File: src/rtl/counter_pkg.sv
// Shared types and constants for the press-counter monitor.
// Holds the FSM state encoding, the sample width and the default sizing.
package counter_pkg;

    localparam int CNT_W          = 3;
    localparam int DEF_HIST_DEPTH = 4;
    localparam int DEF_LAP_W      = 4;

    typedef enum logic [1:0] {
        S_IDLE   = 2'd0,
        S_TRACK  = 2'd1,
        S_ERR    = 2'd2,
        S_UNUSED = 2'd3
    } state_t;

    function automatic logic [7:0] onehot8(input logic [CNT_W-1:0] v);
        onehot8 = 8'b0000_0001 << v;
    endfunction

endpackage

File: src/rtl/sat_counter.sv
// Up-counter that stops at all-ones; cleared synchronously or by async reset.
module sat_counter #(
    parameter int W = 4
) (
    input  logic         i_clk,
    input  logic         i_reset,
    input  logic         i_clear,
    input  logic         i_inc,
    output logic [W-1:0] o_count
);

    localparam logic [W-1:0] MAX_VAL = '1;
    localparam logic [W-1:0] ONE     = W'(1);

    logic [W-1:0] r_count;

    always_ff @(posedge i_clk or posedge i_reset) begin
        if (i_reset) begin
            r_count <= '0;
        end else if (i_clear) begin
            r_count <= '0;
        end else if (i_inc && (r_count != MAX_VAL)) begin
            r_count <= r_count + ONE;
        end
    end

    assign o_count = r_count;

endmodule

File: src/rtl/counter_monitor.sv
// Watches a 3-bit press counter: decodes the latest sample, keeps a short
// history, counts 7->0 laps and latches a sticky error on any bad step.
module counter_monitor
    import counter_pkg::*;
#(
    parameter int HIST_DEPTH = DEF_HIST_DEPTH,
    parameter int LAP_W      = DEF_LAP_W
) (
    input  logic                        i_btn_clk,
    input  logic                        i_reset,
    input  logic [CNT_W-1:0]            i_counter,
    input  logic                        i_clear,
    output logic [7:0]                  o_led,
    output logic [LAP_W-1:0]            o_lap,
    output logic                        o_wrap,
    output logic                        o_err,
    output logic [1:0]                  o_state,
    output logic [CNT_W*HIST_DEPTH-1:0] o_hist,
    output logic [3:0]                  o_hist_cnt
);

    localparam int                HIST_W   = CNT_W * HIST_DEPTH;
    localparam logic [CNT_W-1:0]  CNT_ONE  = CNT_W'(1);
    localparam logic [CNT_W-1:0]  CNT_MAX  = '1;
    localparam logic [CNT_W-1:0]  CNT_ZERO = '0;
    localparam logic [3:0]        HIST_MAX = 4'(HIST_DEPTH);
    localparam logic [3:0]        HC_ONE   = 4'd1;

    state_t              r_state;
    state_t              w_state_next;
    logic [CNT_W-1:0]    r_sample;
    logic [7:0]          r_led;
    logic                r_wrap;
    logic                r_err;
    logic [HIST_W-1:0]   r_hist;
    logic [3:0]          r_hist_cnt;

    logic                w_wrap_next;
    logic                w_err_next;
    logic                w_lap_inc;
    logic [CNT_W-1:0]    w_expect;

    assign w_expect = r_sample + CNT_ONE;

    always_ff @(posedge i_btn_clk or posedge i_reset) begin
        if (i_reset) begin
            r_state <= S_IDLE;
        end else begin
            r_state <= w_state_next;
        end
    end

    // Clear wins in every state; encoding 3 falls back to idle.
    always_comb begin
        w_state_next = r_state;
        w_wrap_next  = 1'b0;
        w_err_next   = r_err;
        w_lap_inc    = 1'b0;
        if (i_clear) begin
            w_state_next = S_IDLE;
            w_err_next   = 1'b0;
        end else begin
            case (r_state)
                S_IDLE: begin
                    w_state_next = S_TRACK;
                end
                S_TRACK: begin
                    if (i_counter == w_expect) begin
                        if ((r_sample == CNT_MAX) && (i_counter == CNT_ZERO)) begin
                            w_wrap_next = 1'b1;
                            w_lap_inc   = 1'b1;
                        end
                    end else begin
                        w_state_next = S_ERR;
                        w_err_next   = 1'b1;
                    end
                end
                S_ERR: begin
                    w_state_next = S_ERR;
                end
                default: begin
                    w_state_next = S_IDLE;
                end
            endcase
        end
    end

    // The sample and LED decode update on every edge, clear included.
    always_ff @(posedge i_btn_clk or posedge i_reset) begin
        if (i_reset) begin
            r_sample   <= '0;
            r_led      <= 8'b0000_0001;
            r_wrap     <= 1'b0;
            r_err      <= 1'b0;
            r_hist     <= '0;
            r_hist_cnt <= '0;
        end else begin
            r_sample <= i_counter;
            r_led    <= onehot8(i_counter);
            r_wrap   <= w_wrap_next;
            r_err    <= w_err_next;
            if (i_clear) begin
                r_hist     <= '0;
                r_hist_cnt <= '0;
            end else begin
                r_hist <= {r_hist[HIST_W-CNT_W-1:0], i_counter};
                if (r_hist_cnt != HIST_MAX) begin
                    r_hist_cnt <= r_hist_cnt + HC_ONE;
                end
            end
        end
    end

    sat_counter #(
        .W (LAP_W)
    ) u_lap (
        .i_clk   (i_btn_clk),
        .i_reset (i_reset),
        .i_clear (i_clear),
        .i_inc   (w_lap_inc),
        .o_count (o_lap)
    );

    assign o_led      = r_led;
    assign o_wrap     = r_wrap;
    assign o_err      = r_err;
    assign o_state    = r_state;
    assign o_hist     = r_hist;
    assign o_hist_cnt = r_hist_cnt;

endmodule

File: config.mk
export PLATFORM = sky130hd
export DESIGN_NAME = counter_monitor
export DESIGN_NICKNAME = d
export VERILOG_FILES = /design/src/rtl/counter_pkg.sv /design/src/rtl/sat_counter.sv /design/src/rtl/counter_monitor.sv
export SDC_FILE = /design/constraint.sdc
export NUM_CORES = 1
export LEC_CHECK = 0
export BUFFER_PORTS_ARGS = -buffer_cell sky130_fd_sc_hd__buf_2
export CORE_UTILIZATION = 40
export DETAILED_ROUTE_END_ITERATION = 12
export PLACE_DENSITY_LB_ADDON = 0.12
export REMOVE_ABC_BUFFERS = 1
export SLEW_MARGIN = 20
export SYNTH_ARGS = -nofsm -noshare
export SYNTH_HDL_FRONTEND = slang
export SYNTH_SLANG_ARGS = --single-unit
File: constraint.sdc
create_clock -name i_btn_clk -period 2 [get_ports i_btn_clk]
set_input_delay 0.3 -clock i_btn_clk [delete_from_list [all_inputs] [get_ports i_btn_clk]]
set_output_delay 0.3 -clock i_btn_clk [all_outputs]
set_load 0.02 [all_outputs]
==> out/results.env <==
CRITICALPATHCATEGORY='flop to flop'
YOSYS_WARN_COUNT=0
MAX_CAP_VIOL_COUNT=0
CTS_TREE='built'
CLOCK_TRANSITION_AT_THE_REGISTER_CLOCK_PINS_ON_THE_WORST_SETUP_AND_HOLD_PATHS_AFTER_CTS_NS=0.10
SETUP_VIOLATIONS=0
FLOORPLAN.DIE.WIDTH_UM=62.24
FLOORPLAN.CORE_AREA_UM2=3416
CRIT_PATH_START_KIND='flop'
LAYOUT_SETUP_WS_NS=0.1031
FINALMAXSLEWVIOLATIONS=0
POWER.STATIC_LEAKAGE_nW=0.9278
DR_VIAS=989
MAX_SLEW_MARGIN=0.7130
FLIP_FLOP_CELL_WITH_THE_HIGHEST_COUNT_AFTER_SYNTHESIS='sky130_fd_sc_hd__dfrtp_1'
GRTUSAGEMET1=0.1894
POST_SYNTH_MOST_FREQUENT_CELLS='sky130_fd_sc_hd__dfrtp_1 (34), sky130_fd_sc_hd__nor2b_1 (14), sky130_fd_sc_hd__nor2_1 (10)'
PERIOD_MINUS_SLACK_NS=1.897
DIE_HEIGHT_UM=62.24
GLOBALROUTETOTALUTIL=0.1522
NETLIST-CELL-TYPE-COUNT=32
GRT_OVERFLOW=0
POWER.DENSITY_CELL_AREA_nW_PER_UM2=790.3
DPL.HPWL_UM=1731
FMAX_MHz=527.2
YOSYS.CELL_COUNT.TOP_TYPE='sky130_fd_sc_hd__dfrtp_1'
WIRE_PER_INST_UM=12.36
DR_ITER_0_VIOLS=40
SYN_TO_FINAL_GROWTH_PCT=20.86
PRE_CTS_SLACK_NS=0.07826
NETLIST_INSTANCES=121
SYNTH_AREA_PER_CELL_UM2=11.99
POST-SYNTH-TOP-AREA-CELL='sky130_fd_sc_hd__dfrtp_1'
CLKLATENCYLATEPIN_NS=0.34
GRT_MAX_DEGREE=36
WORST_SETUP_PATH_END_KIND='flop'
CP_DATA_REQUIRED_TIME_NS=2.23
CTS_ROOT_BUF='sky130_fd_sc_hd__clkbuf_4'
FIRST_GLOBAL_VIAS=970
DRCVIOLATIONCOUNT=0
GRT-BUSIEST-LAYER='met2'
GRT_PASS1_WL_UM=4471
AGGREGATE_ROUTED_WIRE_LENGTH_UM=2607
SYNTH_ASYNC_SR_FLOP_SHARE=1.000
SYNTH_ENABLE_FLOP_CELLS=0
FIRST_PASS_ITERS=4
SYN-CELL-AREA_UM2=1451
WORST-SLEW-PIN-TRANSITION_NS=0.4306
FINAL-HOLD-VIOLATION-COUNT=0
GR-USAGE-MET2=0.2280
FLOORPLAN.ROWS=21
ROUTABILITY_CONGESTION_ESTIMATE=0.7298
MET3_USAGE=0.06801
POWER.IR.VDD_WORST_V=0.0004214
CTSHTREEMAXLEVEL=2
DRIVE_GT1_FRAC=0.3212
CTS-BUFFERS-INSERTED=5
MIN_PERIOD_OVER_PERIOD=0.9484
YOSYS_REGISTER_BITS=35
DESIGN.FINAL.NETS=177
FLOORPLAN.IO_PINS=38
ANTENNADIODECOUNT=0
FP.DIEAREA_UM2=3873
STATUS='finished, final reports clean'
WORST_CLOCK_SKEW_NS=0.009641
YOSYSSEQAREASHARE=0.6043
PATH_MAX_FANOUT=2
CTS-ROOT-TO-SINK-BUFFERS=2
PORTION_OF_SYNTHESIZED_CELL_AREA_OCCUPIED_BY_THE_LEADING_CELL_TYPE=0.5862
ANT_NETS=0
FINAL_CORE_UTILIZATION=0.5136
TRITONCTS_NUM_SINKS=35
ROUTED_VIA_DENSITY=4.687
PORT_BUFFERS=37
ANTENNA_FOUND_INITIAL=0
POST_SYNTH_MAIN_AREA_CONTRIBUTORS='sky130_fd_sc_hd__dfrtp_1 (59%), sky130_fd_sc_hd__ha_1 (6.0%), sky130_fd_sc_hd__nor2b_1 (6.0%)'
MIN_PATH_TYPE='primary input to asynchronous set/reset pin'
WORST_EP_ARRIVAL_TIME_NS=2.13
START_UTIL=0.4249
-- cells by family after synthesis --
logic type               after synthesis  synth area share
flip-flops                            35            0.6043
adder cells (fa/ha/maj)                7           0.06034
buffers and inverters                 11           0.03966
multiplexers                           3           0.02414
XOR/XNOR                               4           0.02414
AO/OA/AOI/OAI                          8           0.03103
AND/OR/NAND/NOR                       53            0.2164
-- repair_timing --
action	CTS	global route
hold buffers	0	0
resized for setup	0	2
endpoints found under the setup margin	0	1
buffers inserted	0	1
-- per-layer routing --
metal,wire (µm),vias to the layer above
met4,51,0
li1,-,486
met5,0,-
met2,1192,32
met3,178,6
met1,1186,465
-- registers in the layout (all words and copies together), names as in the netlist --
name / flops
o_err: 1
o_hist: 12
o_hist_cnt: 4
o_led: 8
o_state: 2
o_wrap: 1
r_sample: 3
u_lap.o_count: 4
-- worst paths after layout --
check | startpoint | endpoint | slack [ns] | cells past startpoint
worst max-delay path | r_sample[0] | u_lap.o_count[0] | 0.10 | 6
min in group i_btn_clk | i_counter[1] | r_sample[1] | 0.20 | 1
max in group asynchronous | i_reset | o_led[0] | 1.61 | 3
worst max register to register | r_sample[0] | u_lap.o_count[0] | 0.10 | 6
worst min register to register | o_hist[5] | o_hist[8] | 0.49 | 1
worst min-delay path | i_reset | o_hist[6] | 0.04 | 3
-- where the power goes --
group	total [W]	internal [W]	switching (W)
sequential	0.000776	0.000748	0.0000281
clock	0.000361	0.000137	0.000224
combinational	0.000249	0.0000934	0.000155
-- worst max-delay path: stages, from the launching register on --
cell and delay [ns]:
sky130_fd_sc_hd__dfrtp_1 0.41, sky130_fd_sc_hd__ha_1 0.21, sky130_fd_sc_hd__ha_1 0.30, sky130_fd_sc_hd__xnor2_2 0.18, sky130_fd_sc_hd__and4_1 0.21, sky130_fd_sc_hd__and3_4 0.20
sky130_fd_sc_hd__mux2_4 0.29
-- layout make-up --
type                    instances  area, µm²
flip-flops and latches         35      877.1
inverters                       5      18.77
clock inverters                 1      5.005
repair buffers                 42      222.7
fillers                       328       1662
multi-input cells              75      528.0
clock buffers                   7      45.04
well taps                      46      57.56
-- per-stage QoR --
step / total power (W) / cell area, µm² / instances / hold WS [ns] / setup TNS [ns]
2_1_floorplan: 0.0009389 / 1413 / 115 / 0.3314 / 0
3_3_place_gp: 0.001025 / 1685 / 202 / 0.4146 / 0
3_5_place_dp: 0.001034 / 1685 / 202 / 0.4283 / 0
4_1_cts: 0.001406 / 1735 / 210 / 0.04754 / 0
5_1_grt: 0.001468 / 1754 / 211 / 0.07610 / -0.01758
6_report: 0.001386 / 1754 / 211 / 0.04239 / 0
-- cells in the final DEF, fill, tap and decap left out, types with 2 or more instances in the layout --
cell type / instances
sky130_fd_sc_hd__and4_1: 2
sky130_fd_sc_hd__dfrtp_1: 34
sky130_fd_sc_hd__clkbuf_4: 5
sky130_fd_sc_hd__mux2i_1: 2
sky130_fd_sc_hd__ha_1: 7
sky130_fd_sc_hd__nor2_1: 10
sky130_fd_sc_hd__buf_4: 5
sky130_fd_sc_hd__clkbuf_1: 2
sky130_fd_sc_hd__nand2_1: 7
sky130_fd_sc_hd__xnor2_1: 2
sky130_fd_sc_hd__nor2b_1: 14
sky130_fd_sc_hd__inv_1: 5
sky130_fd_sc_hd__nor3_1: 3
sky130_fd_sc_hd__a21oi_1: 5
sky130_fd_sc_hd__nand2b_1: 3
sky130_fd_sc_hd__nand3_1: 4
sky130_fd_sc_hd__nor3b_1: 3
sky130_fd_sc_hd__buf_2: 37
Note: power is estimated with default switching activity, not from simulation.
